File: src/rtl/sr_latch_bank.sv
// Clocked bank of SR storage cells with defined S=R behaviour, sticky conflict
// flags, a saturating conflict-cycle counter and a new-conflict interrupt pulse.
module sr_latch_bank #(
  parameter int               WIDTH      = 4,
  parameter bit               ACTIVE_LOW = 1'b1,
  parameter int               MODE       = 0,
  parameter logic [WIDTH-1:0] INIT       = '0,
  parameter int               CNT_W      = 8
) (
  input  logic             clk,
  input  logic             rst,
  input  logic [WIDTH-1:0] s,
  input  logic [WIDTH-1:0] r,
  input  logic             clr_conflict,
  output logic [WIDTH-1:0] q,
  output logic [WIDTH-1:0] qbar,
  output logic [WIDTH-1:0] conflict,
  output logic [CNT_W-1:0] conflict_cnt,
  output logic             conflict_irq
);

  logic [WIDTH-1:0] q_q, q_d;
  logic [WIDTH-1:0] cf_q, cf_d;
  logic [CNT_W-1:0] cnt_q, cnt_d;
  logic             irq_q, irq_d;

  logic [WIDTH-1:0] set_req, rst_req, conf_vec, cf_eff;
  logic [CNT_W-1:0] cnt_base;

  always_comb begin
    set_req  = ACTIVE_LOW ? ~s : s;
    rst_req  = ACTIVE_LOW ? ~r : r;
    conf_vec = set_req & rst_req;

    q_d = q_q;
    for (int i = 0; i < WIDTH; i++) begin
      case ({set_req[i], rst_req[i]})
        2'b10:   q_d[i] = 1'b1;
        2'b01:   q_d[i] = 1'b0;
        2'b11: begin
          // MODE is elaboration-constant, so only one arm survives synthesis
          if (MODE == 0)      q_d[i] = 1'b0;
          else if (MODE == 1) q_d[i] = 1'b1;
          else if (MODE == 2) q_d[i] = q_q[i];
          else                q_d[i] = ~q_q[i];
        end
        default: q_d[i] = q_q[i];
      endcase
    end

    // A clear and a fresh conflict in the same cycle leave the new conflict flagged
    cf_eff   = clr_conflict ? '0 : cf_q;
    cf_d     = cf_eff | conf_vec;

    cnt_base = clr_conflict ? '0 : cnt_q;
    cnt_d    = cnt_base;
    if ((|conf_vec) && !(&cnt_base)) begin
      cnt_d = cnt_base + CNT_W'(1);
    end

    irq_d = |(cf_d & ~cf_eff);
  end

  always_ff @(posedge clk) begin
    if (rst) begin
      q_q   <= INIT;
      cf_q  <= '0;
      cnt_q <= '0;
      irq_q <= 1'b0;
    end else begin
      q_q   <= q_d;
      cf_q  <= cf_d;
      cnt_q <= cnt_d;
      irq_q <= irq_d;
    end
  end

  assign q            = q_q;
  assign qbar         = ~q_q;
  assign conflict     = cf_q;
  assign conflict_cnt = cnt_q;
  assign conflict_irq = irq_q;

endmodule

File: config.mk
export PLATFORM = sky130hd
export DESIGN_NAME = sr_latch_bank
export DESIGN_NICKNAME = d
export VERILOG_FILES = /design/src/rtl/sr_latch_bank.sv
export SDC_FILE = /design/constraint.sdc
export NUM_CORES = 1
export LEC_CHECK = 0
export CAP_MARGIN = 20
export CORE_AREA = 4 4 47 49
export DETAILED_ROUTE_END_ITERATION = 16
export DIE_AREA = 0 0 51 53
export GPL_TIMING_DRIVEN = 0
export PLACE_DENSITY = 0.77
export REMOVE_ABC_BUFFERS = 1
export SETUP_SLACK_MARGIN = 0.2
export SLEW_MARGIN = 20
export SYNTH_ARGS = -nofsm -noshare
export SYNTH_HDL_FRONTEND = slang
export SYNTH_SLANG_ARGS = --single-unit
File: constraint.sdc
create_clock -name clk -period 2.3 [get_ports clk]
set_input_delay 0.575 -clock clk [delete_from_list [all_inputs] [get_ports clk]]
set_output_delay 0.575 -clock clk [all_outputs]
set_load 0.02 [all_outputs]
==> metrics, run 1 <==
Port-buffer cells 31; critical-path cell list clkdlybuf4s50_1; HP Class flop to flop; final hold vios 0; DRC violation count after routing 0; Num CTS Buffers 3; Worst slew margin 0.626; H-tree levels 1; Leak Pwr 0.425 nW; flops & latches, synth 17; area share of the largest cell type after synthesis 0.453; total die area 2700 sq um; skew final 0.00260 ns; crit path from conflict_cnt[3]; pin count of the biggest net entering global routing 16; HP Start q[1]; Gate Count Post-Synth 89; Post-DRT Antenna Nets 0; Final Max Tran Viols 0; Peak VDD IR 0.248 mV; Avg WL per Cell 12.1 um; max cap viols 0; minimum clock period 1.95 ns; sequential share of the synthesized area 0.453; multi-input logic area 362 sq um; Final nets 134; status complete, no violations; Max FO, Critical Path 6; num ports 32; CP Data Required Time 1.73 ns; Critical Path Max Stage Delay 0.65 ns; cell taking the most area after synthesis dfxtp_1; CP delay by family, top buffers and inverters; global-route wire length before repair 3080 um; # resized after CTS 0; Final Cycle Share 0.849; WS Path Type flop to output pin; Core Area 1860 sq um; post-synth cell types 29; Vias/cell 5.19; CP Capture Type output pin; CTS tree yes; Initial Util 0.403; detailed placement HPWL 1340 um; synth top area cells dfxtp_1 (45%), inv_1 (5.5%), nor2_1 (5.5%); CTS clock-pin slew for the worst setup and hold paths 0.09 ns; WL final 1810 um; Pre-antenna DRT Iters 4; clk buf depth 2; vias in the first global route 704; Final Cell Area 1110 sq um; row cnt 16; Worst Path Arrival 1.38 ns; FF+latch area 340 sq um; RSZ-0062 raised after global routing false; Die Y 53 um; RR Startpoint conflict_cnt[0]; # fillers 178; Post CTS Setup Buffer Count 0; GRT Overall Usage 0.153; synth warn 0; Iter 0 DRT Violations 9; Placed Instance Area 1090 sq um; CP startpoint kind flop; initial antenna violation count 0; Root Buffer clkbuf_4; GP Congestion 0.768; via count 774; cts-stage hold buffer count 0; Mapped Area 751 sq um; Pwr Density 520 nW/um^2; CP max-delay cell clkdlybuf4s50_1; Clock Latency Late Sink 0.28 ns; Tightest Pin Transition 0.559 ns; CTS Sinks 17; layout cell share with drive strength beyond 1 0.0820; Die W 51 um; Buf/Inv on CP 1; final setup vio count 0; total power 0.579 mW; Syn Area/Cell 8.44 sq um; grt ovf 0; Area growth syn-to-layout 48.3%; top achievable clock speed 512 MHz; Antenna diodes 0; TNS Setup 0 ns
==> power by group <==
| group | total, mW | leakage (nW) | switching (mW) | internal, mW |
|---|---|---|---|---|
| Clock | 0.154 | 0.0150 | 0.0866 | 0.0673 |
| Combinational | 0.111 | 0.271 | 0.0568 | 0.0544 |
| Sequential | 0.314 | 0.139 | 0.00803 | 0.306 |
| Total | 0.579 | 0.425 | 0.151 | 0.427 |
==> layout make-up <==
class / instances / share of cell area
Tap cell: 27 / 0.0303
Multi-Input combinational cell: 59 / 0.325
Clock buffer: 4 / 0.0236
Inverter: 11 / 0.0371
Sequential cell: 17 / 0.306
Timing Repair Buffer: 31 / 0.279
==> worst register-to-register path, delay by kind of cell (launching register included) <==
kind	cells	cell delay, ns
flops	1	0.41
simple gates	1	0.30
compound gates	3	0.61
==> state kept, by name (all words and copies together), names as in the netlist <==
register,count
conflict,4
conflict_cnt,8
conflict_irq,1
q,4
==> routing by layer <==
layer	GRT usage	wire, um	share of wire
met4	0.0987	38	0.021
met3	0.0507	145	0.080
met2	0.227	710	0.39
met5	0	0	0
met1	0.186	915	0.51
==> per-stage QoR <==
step           worst slack, ns  instances   util  hold WS [ns]
2_1_floorplan            0.756         87      -         0.550
3_3_place_gp            0.0746        145  0.584         0.457
3_5_place_dp            0.0430        145  0.584         0.462
4_1_cts                  0.337        149  0.598         0.479
5_1_grt                  0.275        149  0.598         0.507
6_report                 0.348        149  0.598         0.474
==> kinds of logic after synthesis <==
group,share of synthesized area
and+or+nand+nor,0.232
AOI/OAI and AO/OA,0.237
DFF,0.453
buffers and inverters,0.0650
muxes,0.0133
==> synthesized netlist by cell type <==
| master | number |
|---|---|
| o211ai_2 | 1 |
| inv_1 | 11 |
| nor4_1 | 1 |
| nor2_1 | 11 |
| nand2_1 | 4 |
| or2b_1 | 1 |
| a41o_1 | 1 |
| o32ai_1 | 1 |
| nand3_1 | 2 |
| clkbuf_1 | 2 |
| mux2i_1 | 1 |
| a31oi_1 | 2 |
| nor3_1 | 4 |
| a41oi_1 | 1 |
| and2b_2 | 1 |
| and4b_4 | 1 |
| and4b_2 | 1 |
| o41ai_1 | 1 |
| or3_1 | 1 |
| a21bo_1 | 1 |
| or3_2 | 2 |
| o311ai_0 | 1 |
| a211oi_1 | 4 |
| o21ai_0 | 3 |
| dfxtp_1 | 17 |
| nand4_1 | 2 |
| a21oi_1 | 8 |
| o22ai_1 | 2 |
| or2_2 | 1 |
==> placed cells by master (no fill, tap or decap) <==
master           count
a211oi_1             4
a21bo_1              1
a21oi_1              8
a31oi_1              2
a41o_1               1
a41oi_1              1
and2b_2              1
and4b_2              1
and4b_4              1
clkbuf_1             1
clkbuf_4             3
clkdlybuf4s50_1     31
dfxtp_1             17
inv_1               11
mux2i_1              1
nand2_1              4
nand3_1              2
nand4_1              2
nor2_1              11
nor3_1               4
nor4_1               1
o211ai_2             1
o21ai_0              3
o22ai_1              2
o311ai_0             1
o32ai_1              1
o41ai_1              1
or2_2                1
or2b_1               1
or3_1                1
or3_2                2
==> worst paths after layout <==
| path | endpoint | slack (ns) | cells after the start |
|---|---|---|---|
| worst min-delay path | q[1] | 0.47 | 2 |
| worst max-delay path | conflict_cnt[3] | 0.35 | 1 |
| worst min register to register | q[1] | 0.47 | 2 |
| worst max register to register | conflict_cnt[6] | 0.86 | 4 |
Note: power is estimated with default switching activity, not from simulation.
==> run 2: changes to the inputs <==
--- a/config.mk
+++ b/config.mk
@@ -6,11 +6,11 @@
 export NUM_CORES = 1
 export LEC_CHECK = 0
 export CAP_MARGIN = 20
-export CORE_AREA = 4 4 47 49
+export CORE_AREA = 4 4 51 53
 export DETAILED_ROUTE_END_ITERATION = 16
-export DIE_AREA = 0 0 51 53
+export DIE_AREA = 0 0 55 57
 export GPL_TIMING_DRIVEN = 0
-export PLACE_DENSITY = 0.77
+export PLACE_DENSITY = 0.68
 export REMOVE_ABC_BUFFERS = 1
 export SETUP_SLACK_MARGIN = 0.2
 export SLEW_MARGIN = 20
==> constraint.sdc (replaced) <==
create_clock -name clk -period 1.6 [get_ports clk]
set_input_delay 0.4 -clock clk [delete_from_list [all_inputs] [get_ports clk]]
set_output_delay 0.4 -clock clk [all_outputs]
set_load 0.02 [all_outputs]
==> metrics, run 2 (synthesized netlist as in run 1, its figures left out) <==
busiest grt layer met2; Gate power share 0.171 (-0.021); post-route insts no fill 151 (+1.3%); Finished Core Util 0.507 (-0.0908); Critical Path Max Stage Delay 0.36 ns (-0.29 ns); initial antenna violation count 0 (unchanged); global-route wire length before repair 3120 um (+1.3%); GRT Overall Usage 0.133 (-0.0193); Num CTS Buffers 3 (unchanged); minimum clock period 1.36 ns; Sw Pwr 0.229 mW (+51%); Peak VDD IR 0.413 mV (+66%); total power 0.821 mW (+42%); met1 GRT Util 0.171 (-0.0150); cts-stage hold buffer count 0 (unchanged); Final Cycle Share 0.852; P_int 0.592 mW (+38%); RSZ-0062 raised after global routing true; most frequent cells in the layout inv_1 (11), nor2_1 (11), dlygate4sd2_1 (11), dfxtp_1 (10), clkbuf_2 (9); detailed placement HPWL 1410 um (+5.2%); CTS Sinks 17 (unchanged); Worst Path Arrival 0.96 ns (-0.42 ns); row cnt 17 (+1); Final Max Tran Viols 0 (unchanged); CTS tree yes; GP Congestion 0.777 (+1.2%); Area growth syn-to-layout 45.2%; Pre-antenna DRT Iters 4 (unchanged); CTS clock-pin slew for the worst setup and hold paths 0.09 ns (about the same); Antenna diodes 0 (unchanged); top achievable clock speed 733 MHz; clk buf depth 2 (unchanged); final setup vio count 0 (unchanged); Buf/Inv on CP 1 (unchanged); num ports 32 (unchanged); DRC violation count after routing 0 (unchanged); max cap viols 0 (unchanged); Iter 0 DRT Violations 8 (-1); CP delay by family, top flip-flops; Max FO, Critical Path 3 (-3); placed cells 146 (+0.69%); Initial Util 0.349 (-0.0538); Sw Ratio 0.279 (+0.0174); critical-path cell list clkdlybuf4s15_1; reg2reg setup slack 0.27 ns (-0.59 ns); CP Data Required Time 1.20 ns (-0.53 ns); total die area 3140 sq um (+16%); met3 global-route usage 0.0287 (-0.0220); Avg WL per Cell 13.2 um (+8.8%); Final nets 135 (+0.75%); HP Class input port to flop; Core Area 2150 sq um (+15%); grt ovf 0 (unchanged); WS Path Type flop to output pin; vias in the first global route 708 (+0.57%); Worst slew margin 0.786 (+0.160); skew final 0.00426 ns (+0.00166 ns); Die Y 57 um (+7.5%); layout cell share with drive strength beyond 1 0.293 (+0.211); share of power burned in registers 0.550 (+0.008); Port-buffer cells 31 (unchanged); status complete, no violations; GR Util met2 0.213 (-0.0146); Post-DRT Antenna Nets 0 (unchanged); Clock Latency Late Sink 0.29 ns (about the same); Root Buffer clkbuf_4; pin count of the biggest net entering global routing 16 (unchanged); WL final 2000 um (+10%); max reg flops 8 (unchanged); via count 790 (+2.1%); Pwr Density 753 nW/um^2 (+45%); Leak Pwr 0.468 nW (+10%); clock share of power 0.279 (+0.013); H-tree levels 1 (unchanged); Tightest Pin Transition 0.321 ns (-0.238 ns); Vias/cell 5.23 (+0.72%); Die W 55 um (+7.8%); CP startpoint kind flop; final hold vios 0 (unchanged); CP max-delay cell dfxtp_1; CP Capture Type output pin
run 2: changes by cell type in the layout (fill, tap and decap cells not counted), moves of 2 or more:
cell             previous run  this run
o22ai_1                     2         0
clkdlybuf4s50_1            31         0
dfxtp_2                     0         6
dfxtp_1                    17        10
clkbuf_2                    0         9
dlygate4sd2_1               0        11
o22ai_2                     0         2
clkdlybuf4s15_1             0         4
clkdlybuf4s15_2             0         6
run 2: per-stage QoR:
step	hold WS [ns]	setup TNS, ns	cell area, sq um	setup WS, ns
floorplan	0.469	0	743	0.149
global placement	0.456	-2.59	1090	-0.449
detailed placement	0.465	-2.78	1090	-0.471
CTS	0.480	0	1130	0.0643
global route	0.480	0	1090	0.184
finish	0.434	0	1090	0.236
run 2: final timing paths:
path                          end             from  cells past startpoint
setup / recovery      conflict[1]      conflict[1]                      1
hold / removal       conflict_irq     clr_conflict                      3
setup reg to reg  conflict_cnt[5]  conflict_cnt[0]                      4
hold reg to reg              q[1]             q[1]                      2
run 2: power groups by stage:
stage               sequential [mW]  clock [mW]  combinational, mW
floorplan                     0.480           0             0.0503
global placement              0.460           0              0.159
detailed placement            0.461           0              0.161
CTS                           0.452       0.247              0.145
global route                  0.454       0.253              0.153
finish                        0.452       0.229              0.140
run 2: layer usage:
| metal | vias to the layer above | share of wire |
|---|---|---|
| li1 | 391 | - |
| met1 | 368 | 0.44 |
| met2 | 29 | 0.44 |
| met3 | 2 | 0.11 |
| met4 | 0 | 0.0045 |
| met5 | - | 0 |
run 2: area by class of cell:
| class | instances | area (sq um) |
|---|---|---|
| fill | 227 | 1060 |
| multi-input combinational | 59 | 374 |
| sequential | 17 | 352 |
| timing repair buffer | 32 | 262 |
| inverter | 11 | 41.3 |
| tap | 28 | 35.0 |
| clock buffer | 4 | 26.3 |
run 2: repair_timing:
item | 4_1_cts | 5_1_grt
setup buffers | 1 | 0
gates resized for setup | 59 | 21
pin swaps | 4 | 0
endpoints found under the setup margin | 30 | 20
